===== config.mk =====
export PLATFORM = sky130hd
export DESIGN_NAME = controlador_reposicao_rolhas
export DESIGN_NICKNAME = d
export VERILOG_FILES = /design/src/rtl/controlador_reposicao_rolhas.sv
export SDC_FILE = /design/constraint.sdc
export NUM_CORES = 1
export LEC_CHECK = 0
export ABC_AREA = 1
export CAP_MARGIN = 30
export CELL_PAD_IN_SITES_DETAIL_PLACEMENT = 2
export CELL_PAD_IN_SITES_GLOBAL_PLACEMENT = 2
export CORE_AREA = 10 10 88 90
export DETAILED_ROUTE_END_ITERATION = 7
export DIE_AREA = 0 0 98 100
export HOLD_SLACK_MARGIN = 0.1
export PLACE_DENSITY = 0.78
export REMOVE_ABC_BUFFERS = 1
export SYNTH_ARGS = -nofsm -noshare
export SYNTH_HDL_FRONTEND = slang
export SYNTH_SLANG_ARGS = --single-unit

===== constraint.sdc =====
create_clock -name clk -period 3.42 [get_ports clk]
set_input_delay 0.342 -clock clk [delete_from_list [all_inputs] [get_ports clk]]
set_output_delay 0.342 -clock clk [all_outputs]
set_load 0.03 [all_outputs]

===== src/rtl/controlador_reposicao_rolhas.sv =====
// Cork-stock refill controller: dispenses corks on capper request and refills
// from the cork feeder over a 4-phase req/ack handshake with a timeout fault.
module controlador_reposicao_rolhas #(
  parameter int unsigned WIDTH     = 7,
  parameter int unsigned MIN_LEVEL = 5,
  parameter int unsigned BATCH     = 15,
  parameter int unsigned MAX_LEVEL = 99,
  parameter int unsigned TIMEOUT   = 200
) (
  input  logic             clk,
  input  logic             rst_n,
  input  logic             load_en,
  input  logic [WIDTH-1:0] load_value,
  input  logic             consume,
  input  logic             feeder_ack,
  input  logic             fault_clr,
  output logic             feeder_req,
  output logic             consume_ok,
  output logic             consume_deny,
  output logic [WIDTH-1:0] stock,
  output logic             min_signal,
  output logic             refilling,
  output logic             fault
);

  localparam int unsigned SW = WIDTH + 1;
  localparam int unsigned CW = $clog2(TIMEOUT + 1);

  typedef enum logic [1:0] {IDLE, REQUEST, WAIT_RELEASE, FAULT_ST} state_t;

  state_t           state_q, state_d;
  logic [WIDTH-1:0] stock_q, stock_d;
  logic [CW-1:0]    cnt_q, cnt_d;
  logic             req_q, req_d;
  logic             fault_q, fault_d;
  logic             ok_q, ok_d;
  logic             deny_q, deny_d;

  logic             batch_add;
  logic [SW-1:0]    sum;
  logic [WIDTH-1:0] load_sat;

  assign min_signal = (stock_q <= WIDTH'(MIN_LEVEL));

  always_comb begin
    batch_add = (state_q == REQUEST) && feeder_ack;
    // Acceptance is judged on the pre-update stock; a load cycle swallows the consume.
    ok_d      = consume && !load_en && (stock_q != '0);
    deny_d    = consume && !load_en && (stock_q == '0);
    sum       = {1'b0, stock_q} + (batch_add ? SW'(BATCH) : '0) - (ok_d ? SW'(1) : '0);
    load_sat  = (load_value > WIDTH'(MAX_LEVEL)) ? WIDTH'(MAX_LEVEL) : load_value;

    if (load_en)
      stock_d = load_sat;
    else if (sum > SW'(MAX_LEVEL))
      stock_d = WIDTH'(MAX_LEVEL);
    else
      stock_d = sum[WIDTH-1:0];

    state_d = state_q;
    req_d   = req_q;
    fault_d = fault_q;
    cnt_d   = cnt_q;

    case (state_q)
      IDLE: begin
        if (min_signal && !fault_q) begin
          state_d = REQUEST;
          req_d   = 1'b1;
          cnt_d   = '0;
        end
      end
      REQUEST: begin
        cnt_d = cnt_q + CW'(1);
        if (feeder_ack) begin
          state_d = WAIT_RELEASE;
          req_d   = 1'b0;
        end else if (cnt_q == CW'(TIMEOUT - 1)) begin
          state_d = FAULT_ST;
          req_d   = 1'b0;
          fault_d = 1'b1;
        end
      end
      WAIT_RELEASE: begin
        if (!feeder_ack) state_d = IDLE;
      end
      FAULT_ST: begin
        req_d = 1'b0;
        if (fault_clr) begin
          state_d = IDLE;
          fault_d = 1'b0;
          cnt_d   = '0;
        end
      end
      default: begin
        state_d = IDLE;
        req_d   = 1'b0;
      end
    endcase
  end

  always_ff @(posedge clk or negedge rst_n) begin
    if (!rst_n) begin
      state_q <= IDLE;
      stock_q <= '0;
      cnt_q   <= '0;
      req_q   <= 1'b0;
      fault_q <= 1'b0;
      ok_q    <= 1'b0;
      deny_q  <= 1'b0;
    end else begin
      state_q <= state_d;
      stock_q <= stock_d;
      cnt_q   <= cnt_d;
      req_q   <= req_d;
      fault_q <= fault_d;
      ok_q    <= ok_d;
      deny_q  <= deny_d;
    end
  end

  assign feeder_req   = req_q;
  assign consume_ok   = ok_q;
  assign consume_deny = deny_q;
  assign stock        = stock_q;
  assign fault        = fault_q;
  assign refilling    = (state_q == REQUEST) || (state_q == WAIT_RELEASE);

endmodule


==> reports/results.ini, run 1 <==
[timing]
fin_crit_ps = 2850
hold_viol = 0
rsz0062_at_grt = no
min_period_over_period = 0.835
whs_ps = 366
fin_worst_skew_ps = 2.80
fmax_mhz = 350
slew_headroom = 0.519
final_max_slew_viol_count = 0
tns_ps = 0
worst_pin_slew_ps = 722
setup_viol = 0
fin_ws_ps = 566

[finish]
area_delta_synth_final_pct = 21.7
fillCellCount = 746
multi_input_area_um2 = 1110
drive_above_1_share = 0.0794
nets = 313
final_core_util = 0.359
n_antenna_cell = 0
postLayoutCellArea_um2 = 2200
regArea_um2 = 526
mostFrequentLayoutCell = nand2_1
mostFrequentLayoutCells = 64 x nand2_1, 35 x inv_1, 31 x nor2_1

[drt]
dr.first_iter.drc_count = 37
wirelength_mm = 5.64
drc = 0
vias = 1713
routedWlPerCell_um = 15.9
post_drt_via_cell_ratio = 4.84
firstDrtPassIters = 4
drtAntennaViolNets = 0

[clock_tree]
cts_resized = 0
holdBufCountCts = 0
clk_latency_ps = 270
cts_tree = built
numCtsBuffers = 3
postCtsSetupBuffers = 0
cts.sinks = 21
cts_htree_levels = 1
clkTransAtPathRegs_ps = 90
root_buffer = clkbuf_8
clk_path_buf_depth = 2

[pwr]
power_leakage_nw = 1.09
powerDensity_nw_per_um2 = 1010
peakVddDrop_uv = 360

[run_status]
status = finished clean

[floorplanning]
core-area_um2 = 6130
die_width_um = 98
die_y_um = 100
die_area_um2 = 9800
rows = 29
pin_count = 26
start_util = 0.295

[setup_path]
r2r-start = state_q[1]
worst_ep_required_time_ps = 3590
endpoint = stock[0]
setup.worst_path.start_class = flop
end_kind = flop
crit_path_max_incr_delay_ps = 460
reg2reg_to = stock[0]
cp_num_cells = 15
regToRegSetupSlack_ps = 570
critPathLaunch = state_q[1]
worstPathMaxFanout = 6
path_class = flop to flop
reg2regPathDepth = 15
crit_buf_inv = 3
worst_path_max_delay_cell = fa_1
crit_chain = inv_1 > ha_1 > nand2_1 > ha_1 > inv_1 > ha_1 > fa_1 > nand3_1 > nand3_1 > nand2_1 > nand3_2 > nand3_4 > nand3_1 > nand2_1 > inv_1
path_delay_family = adder cells
critPathArrivalTime_ps = 3020

[place]
io_buffers = 25
pre_cts_ws_ps = 555
placedInstanceArea_um2 = 2150
hpwl_mm = 4.62
place_congestion = 0.791

[global_route]
grt_pass1_wl_mm = 9.89
grt_antenna_before_repair = 0
track_usage = 0.120
grt_max_degree = 17
grt_pass1_vias = 1894
grt_remaining_overflow = 0

[synthesis]
postSynthAreaPerCell_um2 = 7.23
syn_area_um2 = 1810
synth.distinct_cells = 31
synth_warnings = 0
netlist_instances = 250
ys_ff_latch = 21
ys_seq_area_frac = 0.291

[min_path]
min_path_type = input pin to asynchronous set/reset pin

[flow_run]
drv_cap = 0

worst min-delay path by stage:
stage                           from    endpoint  slack, ps  cells after the start
after floorplan                rst_n    cnt_q[0]         50                      0
after global placement    feeder_req  feeder_req        460                      2
after detailed placement  feeder_req  feeder_req        470                      2
after CTS                      rst_n    cnt_q[5]        370                      1
after global routing           rst_n    cnt_q[5]        370                      1
final                          rst_n    cnt_q[5]        370                      1
layout make-up:
type,instances,share of cell area
Multi-Input combinational cell,188,0.503
Sequential cell,21,0.239
Timing Repair Buffer,27,0.130
Inverter,37,0.0631
Tap cell,77,0.0438
Clock buffer,3,0.0188
Clock inverter,1,0.00228
per-stage QoR:
step           power (mW)  instances
2_1_floorplan        1.56        246
3_3_place_gp         1.98        349
3_5_place_dp         2.05        350
4_1_cts              2.27        354
5_1_grt              2.49        354
6_report             2.21        354
worst reg2reg max path: cells and delay by family, from the launching register on:
family | cells | cell delay (ps)
adder cells (fa/ha/maj) | 4 | 1220
buffers and inverters | 3 | 250
flip-flops | 1 | 450
AND/OR/NAND/NOR | 8 | 850
cell usage after synthesis (all sizes together):
cell	count	share of area
a21oi	5	0.014
xor2	1	0.0048
fa	1	0.011
and3	1	0.0062
o21a	1	0.0042
dlygate4sd1	1	0.0048
inv	37	0.077
nor3	3	0.0083
nor3b	1	0.0042
or2	2	0.0069
o22ai	1	0.0069
xnor2	3	0.015
nand3b	1	0.0042
nand3	28	0.097
o311ai	1	0.0048
nand2	70	0.16
buf	3	0.015
dfrtp	21	0.29
nor2	32	0.068
o21ai	3	0.0083
nand4	13	0.045
ha	21	0.15
cell families (layout without fill, tap and decap cells):
logic type | count (synthesis) | after routing | synth area share
xor gates and xnor gates | 4 | 4 | 0.0194
adders and majority gates | 22 | 22 | 0.156
buffers and inverters | 41 | 68 | 0.0969
and+or+nand+nor | 151 | 151 | 0.399
AOI/OAI and AO/OA | 11 | 11 | 0.0381
DFF | 21 | 21 | 0.291
layer usage:
metal / GRT usage / routed length (um) / up-vias
met5: 0 / 0 / -
met3: 0.0220 / 146 / 5
met2: 0.211 / 2860 / 20
met4: 0.0302 / 64 / 0
met1: 0.148 / 2570 / 834
li1: - / - / 854
registers in the layout, indices dropped and copies added, names as in the netlist:
signal,cells
fault,1
stock,7
feeder_req,1
cnt_q,8
consume_ok,1
consume_deny,1
state_q,2
report_power, final:
part | internal (mW) | switching (mW)
Sequential | 0.317 | 0.0660
Combinational | 0.575 | 1.08
Clock | 0.0816 | 0.0956
Total | 0.974 | 1.24
No activity file was read; power rests on OpenSTA's default activity.
==> run 2, diff against run 1 <==
==> constraint.sdc (replaced) <==
create_clock -name clk -period 2.75 [get_ports clk]
set_input_delay 0.275 -clock clk [delete_from_list [all_inputs] [get_ports clk]]
set_output_delay 0.275 -clock clk [all_outputs]
set_load 0.03 [all_outputs]
==> reports/results.ini, run 2 (synthesis results as in run 1) <==
[floorplanning]
start_util = 0.295  ; unchanged
core-area_um2 = 6130  ; unchanged
die_y_um = 100  ; unchanged
rows = 29  ; unchanged
die_area_um2 = 9800  ; unchanged
die_width_um = 98  ; unchanged
pin_count = 26  ; unchanged

[timing]
whs_ps = 363  ; -2.89 ps
setup_viol = 0  ; unchanged
fin_crit_ps = 2620  ; -238 ps
slew_headroom = 0.656  ; +0.137
final_max_slew_viol_count = 0  ; unchanged
fin_ws_ps = 133  ; -432 ps
fin_worst_skew_ps = 3.03  ; +0.236 ps
worst_pin_slew_ps = 517  ; -205 ps
tns_ps = 0  ; unchanged
fmax_mhz = 382  ; +9.1%
hold_viol = 0  ; unchanged
min_period_over_period = 0.952  ; +0.117

[clock_tree]
root_buffer = clkbuf_8
clk_latency_ps = 270  ; about the same
cts.sinks = 21  ; unchanged
holdBufCountCts = 0  ; unchanged
clkTransAtPathRegs_ps = 80  ; about the same
cts_htree_levels = 1  ; unchanged
clk_path_buf_depth = 2  ; unchanged
numCtsBuffers = 3  ; unchanged
cts_tree = built

[global_route]
grt_antenna_before_repair = 0  ; unchanged
grt_remaining_overflow = 0  ; unchanged
grt_max_degree = 22  ; +5
grt_pass1_vias = 1938  ; +2.3%
track_usage = 0.117  ; -0.00362
grt_pass1_wl_mm = 9.52  ; -3.8%

[setup_path]
path_class = flop to flop
worst_ep_required_time_ps = 2920  ; -670 ps
end_kind = flop
crit_path_max_incr_delay_ps = 450  ; about the same
setup.worst_path.start_class = flop
path_delay_family = simple AND/OR/NAND/NOR gates
crit_path_frequent_cell = nand3_1
crit_chain = nor2_2 > nand3_1 > nor2_2 > nor2_2 > ha_1 > inv_1 > ha_2 > fa_2 > nand3_1 > nand3_1 > nand2_2 > nand3_2 > nand3_4 > nand3_1 > nand2_1 > inv_1
critPathArrivalTime_ps = 2780  ; -240 ps
crit_buf_inv = 2  ; -1
worst_path_max_delay_cell = dfrtp_2
worstPathMaxFanout = 6  ; unchanged

[drt]
wirelength_mm = 5.89  ; +4.3%
post_drt_via_cell_ratio = 4.86  ; +0.37%
dr.first_iter.drc_count = 33  ; -11%
drtAntennaViolNets = 0  ; unchanged
vias = 1763  ; +2.9%
drc = 0  ; unchanged
firstDrtPassIters = 4  ; unchanged
routedWlPerCell_um = 16.2  ; +1.8%

[flow_run]
drv_cap = 0  ; unchanged

[place]
place_congestion = 0.748  ; -5.4%
pre_cts_ws_ps = -17.4  ; -572 ps
hpwl_mm = 4.60  ; -0.53%
io_buffers = 25  ; unchanged
dp_cells = 356  ; +1.7%

[pwr]
peakVddDrop_uv = 524  ; +46%
power_leakage_nw = 1.13  ; +3.1%
powerDensity_nw_per_um2 = 1280  ; +28%

[finish]
nets = 322  ; +2.9%
drive_above_1_share = 0.157  ; +0.0779
largest_reg_flops = 8  ; unchanged
mostFrequentLayoutCell = nand2_1
instances_no_fill = 363  ; +2.5%
final_core_util = 0.374  ; +0.0153
largest-register = cnt_q
area_delta_synth_final_pct = 26.9
fillCellCount = 739  ; -0.94%
mostFrequentLayoutCells = 61 x nand2_1, 34 x inv_1, 28 x nor2_1
n_antenna_cell = 0  ; unchanged

[run_status]
status = finished clean

[min_path]
min_path_type = input pin to asynchronous set/reset pin

[run 2: cell type report]
type / count / area, um^2 / share of cell area
Clock buffer: 3 / 41.3 / 0.0180
Multi-Input combinational cell: 188 / 1150 / 0.502
Clock inverter: 1 / 5.00 / 0.00218
Sequential cell: 21 / 527 / 0.230
Tap cell: 77 / 96.3 / 0.0420
Inverter: 37 / 139 / 0.0606
Timing Repair Buffer: 36 / 333 / 0.145
[run 2: metal layers]
layer	track usage	wire, um
met3	0.0254	184
met5	0	0
met1	0.131	2550
met2	0.221	3060
met4	0.0224	85
[run 2: path summary, 6_finish.rpt]
| kind | cells past startpoint | slack [ps] | to | startpoint |
|---|---|---|---|---|
| setup / recovery | 16 | 130 | stock[0] | stock[0] |
| hold / removal | 2 | 360 | fault | rst_n |
| setup reg to reg | 16 | 130 | stock[0] | stock[0] |
| hold reg to reg | 2 | 490 | feeder_req | feeder_req |
| max in group asynchronous | 2 | 2140 | stock[0] | rst_n |
| min in group clk | 2 | 490 | feeder_req | feeder_req |
[run 2: worst register-to-register path: cells and delay by family, from the launching register on]
| kind | cells | cell delay (ps) |
|---|---|---|
| adder cells (fa/ha/maj) | 3 | 870 |
| flip-flops | 1 | 450 |
| AND/OR/NAND/NOR | 11 | 1120 |
| buffers and inverters | 2 | 90 |
[run 2: stage by stage]
step / power [mW] / instance area [um^2]
floorplan: 1.94 / 1770
global placement: 2.51 / 2180
detailed placement: 2.59 / 2180
CTS: 2.89 / 2230
global route: 3.26 / 2290
finish: 2.94 / 2290
[run 2: power breakdown]
part	total (mW)	switching [mW]	internal (mW)
combinational	2.26	1.42	0.840
clock	0.213	0.112	0.101
sequential	0.473	0.0772	0.396
[run 2: timing repair]
item                       4_1_cts  5_1_grt
pin swaps                        0        3
setup endpoints to repair        3        7
resized for setup                2       13
setup buffers                    0        3
